$ cat config.mk
export PLATFORM = sky130hd
export DESIGN_NAME = writeback_arbiter
export DESIGN_NICKNAME = d
export VERILOG_FILES = /design/src/rtl/writeback_arbiter_pkg.sv /design/src/rtl/writeback_arbiter_rr_arbiter.sv /design/src/rtl/writeback_arbiter.sv
export SDC_FILE = /design/constraint.sdc
export NUM_CORES = 1
export LEC_CHECK = 0
export ABC_AREA = 1
export BUFFER_PORTS_ARGS = -buffer_cell sky130_fd_sc_hd__buf_2
export CELL_PAD_IN_SITES_DETAIL_PLACEMENT = 1
export CELL_PAD_IN_SITES_GLOBAL_PLACEMENT = 1
export CORE_MARGIN = 10
export CORE_UTILIZATION = 37
export CTS_BUF_LIST = sky130_fd_sc_hd__clkbuf_4 sky130_fd_sc_hd__clkbuf_8
export DETAILED_ROUTE_END_ITERATION = 6
export HOLD_SLACK_MARGIN = 0.1
export PLACE_DENSITY = 0.84
export SKIP_LAST_GASP = 1
export SYNTH_ARGS = -nofsm -noshare
export SYNTH_HDL_FRONTEND = slang
export SYNTH_HIERARCHICAL = 1
export SYNTH_SLANG_ARGS = --single-unit
$ cat constraint.sdc
create_clock -name clock -period 2.2 [get_ports clock]
set_input_delay 0.11 -clock clock [delete_from_list [all_inputs] [get_ports clock]]
set_output_delay 0.11 -clock clock [all_outputs]
set_load 0.02 [all_outputs]
$ cat src/rtl/writeback_arbiter_pkg.sv
// Shared constants and helpers for the register-file writeback arbiter.
`default_nettype none

package writeback_arbiter_pkg;

  localparam int REG_ADDR_WIDTH = 5;
  localparam logic [REG_ADDR_WIDTH-1:0] REG_ZERO = 5'd0;
  localparam int MAX_REQ = 8;

  function automatic logic at_least_two(input logic [MAX_REQ-1:0] vec);
    int cnt;
    cnt = 0;
    for (int i = 0; i < MAX_REQ; i++) begin
      if (vec[i]) cnt++;
    end
    return (cnt >= 2);
  endfunction

endpackage

`default_nettype wire

$ cat src/rtl/writeback_arbiter_rr_arbiter.sv
// Combinational round-robin picker: first set request at or above ptr, wrapping.
`default_nettype none

module rr_arbiter #(
  parameter int NUM_REQ = 3
) (
  input  logic [NUM_REQ-1:0]         req,
  input  logic [$clog2(NUM_REQ)-1:0] ptr,
  output logic [NUM_REQ-1:0]         grant,
  output logic [$clog2(NUM_REQ)-1:0] winner
);

  localparam int PTR_W = $clog2(NUM_REQ);
  localparam int PW1   = PTR_W + 1;

  logic [PTR_W:0] idx;
  logic           found;

  always_comb begin
    grant  = '0;
    winner = '0;
    found  = 1'b0;
    idx    = '0;
    for (int off = 0; off < NUM_REQ; off++) begin
      idx = {1'b0, ptr} + PW1'(off);
      if (idx >= PW1'(NUM_REQ)) idx = idx - PW1'(NUM_REQ);
      if (!found && req[idx[PTR_W-1:0]]) begin
        found                  = 1'b1;
        grant[idx[PTR_W-1:0]]  = 1'b1;
        winner                 = idx[PTR_W-1:0];
      end
    end
  end

endmodule

`default_nettype wire

$ cat src/rtl/writeback_arbiter.sv
// Per-source one-entry buffers drained round-robin onto a registered register-file write port.
`default_nettype none

module writeback_arbiter
  import writeback_arbiter_pkg::*;
#(
  parameter int CORE       = 0,
  parameter int DATA_WIDTH = 32,
  parameter int NUM_REQ    = 3,
  parameter int CNT_WIDTH  = 16
) (
  input  logic                             clock,
  input  logic                             reset,
  input  logic [NUM_REQ-1:0]               req_valid,
  output logic [NUM_REQ-1:0]               req_ready,
  input  logic [REG_ADDR_WIDTH*NUM_REQ-1:0] req_reg,
  input  logic [DATA_WIDTH*NUM_REQ-1:0]    req_data,
  output logic                             write,
  output logic [REG_ADDR_WIDTH-1:0]        write_reg,
  output logic [DATA_WIDTH-1:0]            write_data,
  output logic                             busy,
  output logic [CNT_WIDTH-1:0]             conflict_count
);

  localparam int PTR_W = $clog2(NUM_REQ);

  if (NUM_REQ < 2 || NUM_REQ > MAX_REQ || CORE < 0) begin : g_param_check
    $error("writeback_arbiter: unsupported parameter set");
  end

  logic [NUM_REQ-1:0]        buf_v;
  logic [REG_ADDR_WIDTH-1:0] buf_reg  [NUM_REQ];
  logic [DATA_WIDTH-1:0]     buf_data [NUM_REQ];
  logic [PTR_W-1:0]          rr_ptr;
  logic [PTR_W-1:0]          winner;
  logic [NUM_REQ-1:0]        grant;
  logic [NUM_REQ-1:0]        accept;
  logic                      any_grant;

  rr_arbiter #(.NUM_REQ(NUM_REQ)) u_rr_arbiter (
    .req    (buf_v),
    .ptr    (rr_ptr),
    .grant  (grant),
    .winner (winner)
  );

  assign any_grant = |grant;
  assign req_ready = ~buf_v | grant;
  assign accept    = req_valid & req_ready;
  assign busy      = |buf_v;

  // Writes to x0 complete the handshake but never occupy a buffer.
  always_ff @(posedge clock or negedge reset) begin
    if (!reset) begin
      buf_v <= '0;
      for (int i = 0; i < NUM_REQ; i++) begin
        buf_reg[i]  <= '0;
        buf_data[i] <= '0;
      end
    end else begin
      for (int i = 0; i < NUM_REQ; i++) begin
        if (accept[i] && (req_reg[i*REG_ADDR_WIDTH +: REG_ADDR_WIDTH] != REG_ZERO)) begin
          buf_v[i]    <= 1'b1;
          buf_reg[i]  <= req_reg[i*REG_ADDR_WIDTH +: REG_ADDR_WIDTH];
          buf_data[i] <= req_data[i*DATA_WIDTH +: DATA_WIDTH];
        end else if (grant[i]) begin
          buf_v[i] <= 1'b0;
        end
      end
    end
  end

  always_ff @(posedge clock or negedge reset) begin
    if (!reset) begin
      rr_ptr <= '0;
    end else if (any_grant) begin
      rr_ptr <= (winner == PTR_W'(NUM_REQ - 1)) ? '0 : winner + 1'b1;
    end
  end

  always_ff @(posedge clock or negedge reset) begin
    if (!reset) begin
      write      <= 1'b0;
      write_reg  <= '0;
      write_data <= '0;
    end else if (any_grant) begin
      write      <= 1'b1;
      write_reg  <= buf_reg[winner];
      write_data <= buf_data[winner];
    end else begin
      write <= 1'b0;
    end
  end

  always_ff @(posedge clock or negedge reset) begin
    if (!reset) begin
      conflict_count <= '0;
    end else if (at_least_two(MAX_REQ'(buf_v)) && (conflict_count != '1)) begin
      conflict_count <= conflict_count + 1'b1;
    end
  end

endmodule

`default_nettype wire

==> After elaboration in Yosys (flattened, before gate mapping) <==
Cells that the tools add are included.
{ "word_totals": {"register_bits": 170, "latchBits": 0, "ram_bits": 0, "mem_bits_ro": 0, "elab_cells": 101, "memories": 0} }
{ "classes": {"addsub": 9, "multipliers": 0, "div_mod_pow": 0, "order_cmp": 11, "eq_ne": 2, "shift": 0, "muxes": 40, "bitwise": 6, "reduce_logical": 19} }
{ "op_table": {"columns": ["cell", "n"], "rows": [
  ["two-way mux 32 bit", 4],
  ["adder 32 x 2 -> 32 bit (second input constant)", 2],
  ["binary-select mux 32 bit (select 2 bit)", 1],
  [">= comparator 32 x 3 -> 1 bit (second input constant)", 1],
  ["adder 16 x 1 -> 16 bit (second input constant)", 1],
  ["two-way mux 1 bit", 16],
  ["inequality test 16 bit (second input constant)", 1],
  ["nonzero test 5 bit", 3],
  ["two-way mux 2 bit", 7],
  ["binary-select mux 5 bit (select 2 bit)", 1],
  ["two-way mux 5 bit", 2],
  ["logical AND 1 bit", 9],
  ["less-than comparator 2 x 3 -> 1 bit (second input constant)", 3],
  ["two-way mux 3 bit", 3],
  ["bitwise OR 3 bit", 3],
  ["binary-select mux 1 bit (select 2 bit)", 3],
  ["demux 1 bit (select 2 bit)", 3],
  [">= comparator 2 x 1 -> 1 bit (second input constant)", 3],
  [">= comparator 3 x 2 -> 1 bit (second input constant)", 2],
  ["nonzero test 2 bit", 3],
  ["OR reduction 3 bit", 2],
  ["subtractor 2 bit (second input constant)", 3],
  ["adder 2 x 1 -> 3 bit (second input constant)", 1],
  ["adder 2 x 2 -> 3 bit (second input constant)", 1],
  ["8 further kinds", 9]
]} }

==> Depth between registers and ports, before layout <==
Gate-level depths: netlist of the first run.
{ "depth": {"ltp_word": 15, "depth_mapped": 18} }

==> By module <==
The synthesis of the first run kept the hierarchy.
{ "by_module_without_submodules": {"columns": ["module", "instances", "cells_each", "area_each_um2", "seq_area_each_um2"], "rows": [
  ["writeback_arbiter", 1, 877, 7487.2, 4254.1],
  ["rr_arbiter", 1, 62, 316.6, 0.0]
]} }

==> Worst setup path before layout of the first run <==
No wires, ideal clock.
{ "synth_timing": {"path_kind": "register -> register", "from": "register rr_ptr[0]", "to": "register buf_data[36] in the netlist's numbering", "setup_ps": 131, "t_arrival_ps": 2098, "t_required_ps": 2069, "path_slack_ps": -29, "stages_incl_launch_ff": 18, "period_less_slack_ps": 2229, "cell_sequence": "dfrtp_1 -> inv_1 -> ha_1 -> buf_4 -> nand2_1 -> nand3_1 -> nand2_1 -> nand3_1 -> nand2_2 -> inv_2 -> nand2_1 -> inv_1 -> nand2_1 -> nand3_1 -> buf_4 -> buf_2 -> nand2_1 -> o21ai_0"} }
{ "synth_via": {"elab_chain_cells": 14, "elab_cells_between_ends": 46} }
{ "synth_rtl": {"columns": ["element", "line", "source"], "rows": [
  ["from (decl)", "writeback_arbiter.sv:34", "logic [PTR_W-1:0] rr_ptr;"],
  ["from (signal assigned)", "writeback_arbiter.sv:77", "rr_ptr <= (winner == PTR_W'(NUM_REQ - 1)) ? '0 : winner + 1'b1;"],
  ["adder 2 x 1 -> 3 bit, or another cell as far along", "writeback_arbiter_rr_arbiter.sv:25", "idx = {1'b0, ptr} + PW1'(off);"],
  [">= comparator 3 x 2 -> 1 bit, or another cell as far along", "writeback_arbiter_rr_arbiter.sv:26", "if (idx >= PW1'(NUM_REQ)) idx = idx - PW1'(NUM_REQ);"],
  ["two-way mux 2 bit, or another cell as far along", "writeback_arbiter_rr_arbiter.sv:26", null],
  ["less-than comparator 2 x 3 -> 1 bit (implied by the code), or another cell as far along", "writeback_arbiter_rr_arbiter.sv:29", "grant[idx[PTR_W-1:0]] = 1'b1;"],
  ["logical AND 1 bit (implied by the code), or another cell as far along", "writeback_arbiter_rr_arbiter.sv:29", null],
  ["two-way mux 1 bit (implied by the code), or another cell as far along", "writeback_arbiter_rr_arbiter.sv:29", null],
  ["demux 1 bit (select 2 bit), or another cell as far along", null, null],
  ["bitwise OR 3 bit (no source line) or two-way mux 1 bit (tied branches)", null, null],
  ["two-way mux 3 bit or logical NOT 1 bit (tied branches)", "writeback_arbiter_rr_arbiter.sv:27", "if (!found && req[idx[PTR_W-1:0]]) begin"],
  ["bitwise OR 3 bit (no source line) or logical AND 1 bit (tied branches)", null, null],
  ["two-way mux 3 bit (*)", "writeback_arbiter_rr_arbiter.sv:27", null],
  ["named net grant[1]", "writeback_arbiter.sv:36", "logic [NUM_REQ-1:0] grant;"],
  ["bitwise OR 3 bit (*)", "writeback_arbiter.sv:48", "assign req_ready = ~buf_v | grant;"],
  ["named net req_ready[1]", "writeback_arbiter.sv:15", "output logic [NUM_REQ-1:0] req_ready,"],
  ["bitwise AND 3 bit (*)", "writeback_arbiter.sv:49", "assign accept = req_valid & req_ready;"],
  ["logical AND 1 bit (*)", "writeback_arbiter.sv:62", "if (accept[i] && (req_reg[i*REG_ADDR_WIDTH +: REG_ADDR_WIDTH] != REG_ZERO)) begin"],
  ["to (signal, indexed assignment)", "writeback_arbiter.sv:65", "buf_data[i] <= req_data[i*DATA_WIDTH +: DATA_WIDTH];"],
  ["to (decl)", "writeback_arbiter.sv:33", "logic [DATA_WIDTH-1:0] buf_data [NUM_REQ];"]
]} }
The timed path passes the listed nets; every way through them passes the cells marked *. The select of a mux whose other input is x is not followed.
A chain may end at the register's enable or synchronous reset.

==> Final worst setup path of the first run <==
{ "layout_timing": {"from": "register rr_ptr[1]", "to": "register buf_data[24] in the netlist's numbering"} }
{ "layout_via": {"elab_chain_cells": 14, "elab_cells_between_ends": 46} }
{ "layout_rtl": {"columns": ["element", "line"], "rows": [
  ["adder 2 x 1 -> 3 bit, or another cell as far along", "writeback_arbiter_rr_arbiter.sv:25"],
  [">= comparator 3 x 2 -> 1 bit, or another cell as far along", "writeback_arbiter_rr_arbiter.sv:26"],
  ["two-way mux 2 bit, or another cell as far along", "writeback_arbiter_rr_arbiter.sv:26"],
  ["less-than comparator 2 x 3 -> 1 bit (implied by the code), or another cell as far along", "writeback_arbiter_rr_arbiter.sv:29"],
  ["logical AND 1 bit (implied by the code), or another cell as far along", "writeback_arbiter_rr_arbiter.sv:29"],
  ["two-way mux 1 bit (implied by the code), or another cell as far along", "writeback_arbiter_rr_arbiter.sv:29"],
  ["demux 1 bit (select 2 bit), or another cell as far along", null],
  ["bitwise OR 3 bit (no source line) or two-way mux 1 bit (tied branches)", null],
  ["two-way mux 3 bit or logical NOT 1 bit (tied branches)", "writeback_arbiter_rr_arbiter.sv:27"],
  ["bitwise OR 3 bit (no source line) or logical AND 1 bit (tied branches)", null],
  ["two-way mux 3 bit (*)", "writeback_arbiter_rr_arbiter.sv:27"],
  ["named net grant[2]", "writeback_arbiter.sv:36"],
  ["bitwise OR 3 bit (*)", "writeback_arbiter.sv:48"],
  ["bitwise AND 3 bit (*)", "writeback_arbiter.sv:49"],
  ["logical AND 1 bit (*)", "writeback_arbiter.sv:62"]
]} }
Marks and branches as above.

==> results of run 1 <==
-- cell usage after synthesis (all sizes together) --
cell type | number | area share [%]
inv | 151 | 7.3
a31oi | 35 | 2.8
xnor2 | 4 | 0.45
ha | 7 | 1.1
mux2 | 1 | 0.14
nand3b | 1 | 0.096
clkbuf | 9 | 0.43
dfrtp | 170 | 55
a22oi | 35 | 3.4
nand2 | 264 | 13
nor2 | 63 | 3.3
a41oi | 2 | 0.22
buf | 35 | 2.5
a21oi | 3 | 0.19
o21ai | 118 | 7.6
nand4 | 10 | 0.80
nand3 | 28 | 1.9
nor3 | 3 | 0.19
-- kinds of logic after synthesis --
group	count (synthesis)	synth area share, %
flops	170	54.5
mux	1	0.144
xor+xnor	4	0.449
compound gates	193	14.2
fa+ha+maj	7	1.12
simple gates	369	19.4
buf+inv	195	10.2
-- path summary, 6_finish.rpt --
path	from	endpoint	slack, ns	cells past startpoint
worst max-delay path	rr_ptr[1]$_DFFE_PN0P_	buf_data[24]$_DFFE_PN0P_	-0.54	14
worst max register to register	rr_ptr[1]$_DFFE_PN0P_	buf_data[24]$_DFFE_PN0P_	-0.54	14
worst min-delay path	reset	buf_data[24]$_DFFE_PN0P_	0.11	2
max in group asynchronous	reset	buf_data[51]$_DFFE_PN0P_	1.40	3
worst min register to register	buf_data[37]$_DFFE_PN0P_	buf_data[37]$_DFFE_PN0P_	0.51	2
min in group clock	req_data[14]	buf_data[78]$_DFFE_PN0P_	0.38	4
-- what timing repair did --
item,4_1_cts,5_1_grt
pin swaps,9,29
hold buffers,115,0
buffers inserted,15,10
gates resized for setup,57,181
cloned,8,14
endpoints found under the hold margin,281,0
setup endpoints to repair,133,153
-- through the flow --
stage	worst slack, ns	hold slack [ns]	util, %	instances
2_1_floorplan	0.00273	-0.186	-	939
3_3_place_gp	0.00471	0.0757	44.4	1381
3_5_place_dp	-0.155	0.0703	44.4	1381
4_1_cts	-0.158	0.130	54.2	1549
5_1_grt	-0.630	0.133	58.9	1576
6_report	-0.544	0.109	58.9	1576
-- layout make-up --
cell class,count,area share (%)
Clock buffer,18,2.01
Multi-Input combinational cell,576,28.4
Timing Repair Buffer,368,26.4
Inverter,151,4.69
Clock inverter,13,1.08
Sequential cell,170,34.6
Tap cell,275,2.80
Antenna cell,5,0.102
-- critical path, cell delays in order, from the launching register on --
cell and delay, ns:
dfrtp_2 0.47, ha_4 0.34, inv_4 0.05, nand2_1 0.11, nand3_2 0.10, nand2_4 0.09
nand3_1 0.10, nand2_1 0.09, inv_1 0.04, nand2_1 0.08, inv_2 0.05, nand2_2 0.09
nand3_2 0.18, buf_12 0.25, o21ai_0 0.56
-- layer usage --
metal | vias to the layer above | routed length [um]
li1 | 3693 | -
met1 | 4426 | 15600
met2 | 619 | 21700
met3 | 214 | 3500
met4 | 2 | 2800
met5 | - | 8
==> impl_metrics.json, run 1 <==
{
  "timing.setup.critical_path_class": "flop to flop",
  "syn_area_per_cell_um2": 8.31,
  "cts_inserted_buffers": 17,
  "setup-tns-final_ns": -34.36,
  "clock.fmax_mhz": 364,
  "ctsLongestPathBuffers": 2,
  "grt_util_met1_pct": 26.5,
  "cts.htree.levels": 4,
  "final_common_cell": "nand2_1",
  "firstDrtPassIters": 5,
  "initial_core_util_pct": 37.4,
  "seqCellArea_um2": 4260,
  "dp_hpwl_um": 18500,
  "busiest_layer": "met2",
  "core_area_um2": 20900,
  "die_area_um2": 27300,
  "violations": "negative setup slack",
  "clkTransAtPathRegs_ns": 0.12,
  "root_buffer": "clkbuf_8",
  "via_count": 8954,
  "final_area_um2": 12300,
  "boundaryPins": 174,
  "place_area_um2": 9270,
  "ys_seq_area_share_pct": 54.5,
  "cts_tree": "yes",
  "use_met3_pct": 5.75,
  "ys_types": 28,
  "finalCritPeriodShare_pct": 125,
  "largest-register": "buf_data",
  "antenna_found_initial": 6,
  "synthToLayoutAreaGrowth_pct": 57.7,
  "synth-seq-cells": 170,
  "grt-ovfl-total": 0,
  "hold_class": "input pin to async pin",
  "status": "complete, but fails checks",
  "grtUsageTotal_pct": 23.6,
  "rsz0062_at_grt": "true",
  "drive_gt1_share_pct": 33.9,
  "gp_congestion": 0.857,
  "drt_iter0_markers": 880,
  "drv_cap": 0,
  "grt_pass1_wl_um": 50100,
  "drcViolationCount": 0,
  "reg.largest.list": "buf_data (96), write_data (32), conflict_count (16)",
  "avgViaCountPerCell": 5.68,
  "ys_warn_count": 6,
  "final_cell_mix": "211 x nand2_1, 169 x dfrtp_1, 169 x buf_2",
  "synth_fp_nets": 1062,
  "critical_path.max_fanout": 48,
  "clk_latency_ns": 0.53,
  "hold_violations": 0,
  "cp-end-kind": "flop",
  "cp.required_ns": 2.54,
  "detail-route-antenna-nets": 0,
  "startpoint_type": "flop",
  "die_x_um": 165,
  "finalSetupViolCount": 152,
  "drt-total-wl_um": 43600,
  "nets": 1407,
  "crit_arrival_ns": 3.09,
  "worst_slack_ns": -0.544,
  "syn_inst": 939,
  "synth_area_um2": 7800,
  "largest_reg_flops": 96,
  "multi_input_area_um2": 3490,
  "routedWlPerCell_um": 27.6,
  "fin_worst_skew_ns": 0.0498,
  "fin_crit_ns": 2.74,
  "tightest_slew_ns": 0.657,
  "grt_max_degree": 57,
  "rows": 53,
  "die_height_um": 165,
  "met2_usage_pct": 40.8,
  "nFillCells": 2364,
  "relSlewSlack_pct": 55.7,
  "slew_viol_final": 0,
  "cts_sinks": 170,
  "port_buffers": 173,
  "grt_pass1_vias": 9125
}
Power of run 1 is not shown: default switching activity piles up to over one toggle a cycle in this logic, so the estimate is an artifact.
==> run 2, diff against run 1 <==
Settings changed: ABC_AREA 1 to not set, CORE_UTILIZATION 37 to 40.
==> run 2 against run 1 <==
Against the previous run: first-iteration DRC count is 65% lower; highest routed layer is now met4; register-to-register slack improved by 0.17 ns; the run still ends with negative setup slack left; sequential share of layout area up 1.9 points; final area decreased by 5.2%; clock-buffer cell count increased by 2; maximum frequency increased by 6.6%; worst hold slack gained 0.0075 ns; largest cell class unchanged; critical path depth decreased by 4; final cell count fell by 24%; clock skew shrank 0.029 ns; flip-flop and latch count is the same; synthesized cell count fell by 34%.
==> impl_metrics.json, run 2 <==
{
  "drt-total-wl_um": 31100,
  "hold_class": "input pin to async pin",
  "nets": 1077,
  "rows": 50,
  "grt_util_met1_pct": 24.8,
  "cts.htree.levels": 4,
  "worst_slack_ns": -0.374,
  "drv_cap": 0,
  "clkTransAtPathRegs_ns": 0.09,
  "largest_reg_flops": 96,
  "critical_path.max_fanout": 18,
  "synth_area_um2": 7580,
  "ys_seq_area_share_pct": 56.1,
  "cp_slowest_cell": "dfrtp_1",
  "synth-seq-cells": 170,
  "largest-register": "buf_data",
  "avgViaCountPerCell": 5.42,
  "boundaryPins": 174,
  "routedWlPerCell_um": 25.8,
  "grt_pass1_wl_um": 43400,
  "rsz0062_at_grt": "true",
  "syn_inst": 617,
  "die_x_um": 158,
  "use_met3_pct": 5.32,
  "synth.area.top_cells": "dfrtp_1 56%, mux2_2 8.2%, mux2_1 8.0%",
  "cp_slowest_stage_delay_ns": 0.43,
  "startpoint_type": "flop",
  "drcViolationCount": 0,
  "die_area_um2": 24900,
  "synth_fp_nets": 740,
  "yosysMostFrequentCell": "dfrtp_1",
  "initial_core_util_pct": 40.7,
  "crit_cells": 10,
  "grt-ovfl-total": 0,
  "yosysTopAreaCell": "dfrtp_1",
  "port_buffers": 173,
  "drive_gt1_share_pct": 47.2,
  "ctsLongestPathBuffers": 2,
  "cts_tree": "yes",
  "firstDrtPassIters": 4,
  "final_cell_mix": "169 x buf_2, 168 x dfrtp_1, 115 x dlygate4sd3_1",
  "ys_types": 45,
  "synth_xor_xnor_area_share_pct": 1.73,
  "clock.fmax_mhz": 388,
  "busiest_layer": "met2",
  "ys_warn_count": 6,
  "grt_pass1_vias": 7343,
  "final_common_cell": "buf_2",
  "crit_arrival_ns": 2.93,
  "finalCritPeriodShare_pct": 117,
  "drt_iter0_markers": 306,
  "grtUsageTotal_pct": 22.9,
  "synth_top_area_share_pct": 56.1,
  "synth_compound_area_share_pct": 7.49,
  "hold_violations": 0,
  "r2r_cells": 10,
  "via_count": 6537,
  "met2_usage_pct": 42.2,
  "synth_top_family_by_area": "multiplexers",
  "clk_latency_ns": 0.49,
  "detail-route-antenna-nets": 0,
  "timing.setup.critical_path_class": "flop to flop",
  "slew_viol_final": 0,
  "crit_buf_inv": 3,
  "dp_hpwl_um": 16600,
  "synthSimpleGateAreaFrac_pct": 8.62,
  "violations": "negative setup slack",
  "die_height_um": 158,
  "fin_worst_skew_ns": 0.0203,
  "relSlewSlack_pct": 51.8,
  "reg.largest.list": "buf_data (96), write_data (32), conflict_count (16)",
  "ys.flop_type": "dfrtp_1",
  "status": "complete, but fails checks",
  "cp.required_ns": 2.56,
  "synth-async-reset-ratio_pct": 100,
  "synthToLayoutAreaGrowth_pct": 53.9,
  "nFillCells": 1868,
  "pre_cts_slack_ns": -0.356,
  "cts_sinks": 170,
  "synth_edf_count": 0,
  "gp_congestion": 0.791,
  "path_cells": "buf_6 > ha_4 > buf_4 > or2_1 > a21oi_2 > o21a_1 > nand2b_4 > o211ai_4 > buf_12 > mux2_1",
  "cp-end-kind": "flop",
  "antenna_found_initial": 3,
  "grt_max_degree": 48,
  "cts_inserted_buffers": 17,
  "synthMuxAreaShare_pct": 21.5,
  "synth_fa_ha_area_share_pct": 1.16,
  "tightest_slew_ns": 0.717,
  "syn_area_per_cell_um2": 12.3,
  "fin_crit_ns": 2.57,
  "crit_family": "buffers and inverters",
  "synth_common_cells": "170 x dfrtp_1, 80 x a21oi_1, 78 x nor2_1, 55 x mux2_2, 54 x mux2_1",
  "finalSetupViolCount": 157,
  "core_area_um2": 18600,
  "root_buffer": "clkbuf_8"
}
-- run 2: cell types whose count changed after synthesis, moves of 24 or more --
cell	change
nand2_1	-244
inv_1	-138
o21ai_0	-111
a21oi_1	+77
mux2_1	+54
mux2_2	+54
mux2i_1	+39
a22oi_1	-34
a31oi_1	-34
nand3_1	-25
buf_2	-24
-- run 2: final cells by class --
| class | count | area, um^2 | share of cell area (%) |
|---|---|---|---|
| antenna | 4 | 10.0 | 0.0858 |
| clock buffer | 20 | 275 | 2.36 |
| clock inverter | 12 | 138 | 1.18 |
| inverter | 7 | 28.8 | 0.247 |
| multi-input combinational | 406 | 3740 | 32.1 |
| sequential | 170 | 4260 | 36.5 |
| tap | 234 | 293 | 2.51 |
| timing repair buffer | 352 | 2930 | 25.1 |
-- run 2: kinds of logic (layout without fill, tap and decap cells) --
group	Yosys count	count (layout)
simple gates	135	136
buf+inv	42	391
fa+ha+maj	7	7
mux	149	149
xor+xnor	15	15
compound gates	99	99
other cells	0	4
flops	170	170
-- run 2: repair_timing --
item | in CTS | in global routing
gates cloned | 0 | 13
hold buffers | 115 | 0
endpoints found under the hold margin | 281 | 0
buffers inserted | 5 | 2
endpoints found under the setup margin | 157 | 158
pin swaps | 8 | 7
gates resized for setup | 52 | 78
-- run 2: through the flow --
stage	instance area [um^2]	TNS, ns	instances	hold slack (ns)	util, %
2_1_floorplan	7880	-9.27	617	-0.186	-
3_3_place_gp	9300	-31.34	1034	0.0862	49.9
3_5_place_dp	9300	-41.27	1034	0.0835	49.9
4_1_cts	11100	-22.93	1186	0.142	59.5
5_1_grt	11700	-56.39	1204	0.163	62.6
6_report	11700	-46.82	1205	0.117	62.6
-- run 2: final timing paths --
kind	start	to	slack, ns
worst min register to register	buf_data[89]$_DFFE_PN0P_	buf_data[89]$_DFFE_PN0P_	0.50
worst max register to register	rr_ptr[1]$_DFFE_PN0P_	buf_reg[1]$_DFFE_PN0P_	-0.37
max in group asynchronous	reset	buf_reg[1]$_DFFE_PN0P_	1.39
worst min-delay path	reset	buf_data[7]$_DFFE_PN0P_	0.12
min in group clock	req_data[58]	buf_data[58]$_DFFE_PN0P_	0.38
worst max-delay path	rr_ptr[1]$_DFFE_PN0P_	buf_reg[1]$_DFFE_PN0P_	-0.37
-- run 2: metal layers --
metal  vias up  share of wire, %
met2       220                55
met3        70               4.7
met4         0               2.9
met1      3392                37
met5         -                 0
li1       2855                 -
Power of run 2 is left out for the same reason.
==> run 3, diff against run 2 <==
Settings changed: CORE_UTILIZATION 40 to 44, PLACE_DENSITY 0.84 to 0.88.
Clock period 2.2 ns to 2.67 ns, I/O delays scaled along.
==> run 3 against run 2 <==
Against the previous run: non-clock buffer count down 32; setup slack better by 0.35 ns; utilization up 0.50 points; clock-buffer cell count unchanged; critical endpoint is now buf_data[85]$_DFFE_PN0P_; global-route usage up 0.60 points; the run still ends with negative setup slack left; first-iteration DRC count down 3.6%; final cell count down 3.7%; final area down 9.4%; flip-flop and latch count unchanged; worst hold slack better by 0.092 ns; register-to-register slack better by 0.35 ns; via count down 5.0%.
==> impl_metrics.json, run 3 (synthesis gave the netlist of run 2 again) <==
{
  "boundaryPins": 174,
  "nFillCells": 1776,
  "die_area_um2": 22900,
  "slew_viol_final": 0,
  "clock.fmax_mhz": 371,
  "via_count": 6207,
  "largest-register": "buf_data",
  "drive_gt1_share_pct": 34.2,
  "drcViolationCount": 0,
  "dp_hpwl_um": 15800,
  "r2r_cells": 10,
  "firstDrtPassIters": 4,
  "cts.htree.levels": 4,
  "crit_arrival_ns": 3.04,
  "grt-ovfl-total": 0,
  "initial_core_util_pct": 45.2,
  "die_height_um": 151,
  "grt_max_degree": 76,
  "antenna_found_initial": 5,
  "avgViaCountPerCell": 5.35,
  "place_area_um2": 8860,
  "p_leak_nw": 4.87,
  "cp-end-kind": "flop",
  "relSlewSlack_pct": 57.2,
  "seqCellArea_um2": 4260,
  "status": "complete, but fails checks",
  "grtUsageTotal_pct": 23.5,
  "detail-route-antenna-nets": 0,
  "nets": 1044,
  "critical_path.max_fanout": 27,
  "cts_sinks": 170,
  "grt_pass1_wl_um": 41100,
  "worst_slack_ns": -0.0281,
  "power.density_nw_per_um2": 1560,
  "clk_latency_ns": 0.47,
  "root_buffer": "clkbuf_8",
  "grt_pass1_vias": 7243,
  "port_buffers": 173,
  "ir_worst_vdd_mv": 0.961,
  "synthToLayoutAreaGrowth_pct": 39.5,
  "final_area_um2": 10600,
  "multi_input_area_um2": 3210,
  "hold_ws_ns": 0.209,
  "startpoint_type": "flop",
  "cts_inserted_buffers": 17,
  "hold_violations": 0,
  "final_common_cell": "buf_2",
  "drt-total-wl_um": 27200,
  "core_area_um2": 16800,
  "violations": "negative setup slack",
  "clkTransAtPathRegs_ns": 0.11,
  "fin_worst_skew_ns": 0.0213,
  "routedWlPerCell_um": 23.4,
  "gp_congestion": 0.804,
  "ctsLongestPathBuffers": 2,
  "die_x_um": 151,
  "cts_tree": "yes",
  "rows": 47,
  "cp.required_ns": 3.01,
  "drt_iter0_markers": 295,
  "finalSetupViolCount": 6,
  "largest_reg_flops": 96,
  "tightest_slew_ns": 0.637,
  "fin_crit_ns": 2.70,
  "finalCritPeriodShare_pct": 101,
  "drv_cap": 0,
  "reg.largest.list": "buf_data (96), write_data (32), conflict_count (16)",
  "hold_class": "input pin to async pin",
  "timing.setup.critical_path_class": "flop to flop",
  "final_cell_mix": "172 x buf_2, 169 x dfrtp_1, 115 x dlygate4sd3_1"
}
[run 3: path summary, 6_finish.rpt]
path	slack, ns	to	start
min in group clock	0.42	buf_data[62]$_DFFE_PN0P_	req_data[62]
worst min register to register	0.49	conflict_count[15]$_DFFE_PN0P_	conflict_count[15]$_DFFE_PN0P_
max in group asynchronous	1.55	buf_data[40]$_DFFE_PN0P_	reset
worst max register to register	-0.03	buf_data[85]$_DFFE_PN0P_	rr_ptr[1]$_DFFE_PN0P_
worst min-delay path	0.21	buf_data[54]$_DFFE_PN0P_	reset
worst max-delay path	-0.03	buf_data[85]$_DFFE_PN0P_	rr_ptr[1]$_DFFE_PN0P_
[run 3: metrics by stage]
step / TNS [ns] / cells / power [W] / setup WS, ns / utilization, %
2_1_floorplan: 0 / 617 / 0.0105 / 0.178 / -
6_report: -0.0898 / 1160 / 0.0165 / -0.0281 / 63.1
4_1_cts: 0 / 1145 / 0.0157 / 0.0180 / 62.1
5_1_grt: -2.58 / 1160 / 0.0176 / -0.126 / 63.1
3_5_place_dp: -0.308 / 998 / 0.0136 / -0.0488 / 52.9
3_3_place_gp: 0 / 998 / 0.0131 / 0.0660 / 52.9
[run 3: where the power goes]
part | total [W] | switching, W | internal [W]
Sequential | 0.00491 | 0.000943 | 0.00397
Clock | 0.00181 | 0.00102 | 0.000795
Combinational | 0.00981 | 0.00557 | 0.00424
[run 3: cell type report]
| type | count | share of cell area (%) |
|---|---|---|
| Antenna cell | 6 | 0.142 |
| Clock buffer | 20 | 2.49 |
| Clock inverter | 12 | 1.09 |
| Inverter | 7 | 0.249 |
| Multi-Input combinational cell | 405 | 30.4 |
| Sequential cell | 170 | 40.3 |
| Tap cell | 220 | 2.60 |
| Timing Repair Buffer | 320 | 22.8 |
[run 3: per-layer routing]
metal | track usage, % | vias to the layer above | wire (um)
met1 | 24.7 | 3178 | 10100
met5 | 0 | - | 0
li1 | - | 2783 | -
met2 | 43.6 | 184 | 15100
met3 | 4.83 | 62 | 1040
met4 | 11.3 | 0 | 1000
[run 3: repair_timing]
action,in CTS,in global routing
gates cloned,0,0
setup buffers,0,9
hold buffers,115,0
pin swaps,0,1
gates resized for setup,4,17
endpoints found under the setup margin,51,149
endpoints found under the hold margin,176,0
[run 3: critical path, stage by stage (launching register included)]
cell	delay [ns]
dfrtp_1	0.41
inv_1	0.13
ha_1	0.35
nand2_1	0.08
a211oi_1	0.36
a31oi_1	0.09
o22ai_1	0.23
nand2b_2	0.23
o211ai_4	0.13
buf_12	0.18
mux2_1	0.38
Note: power is estimated with default switching activity, not from simulation.
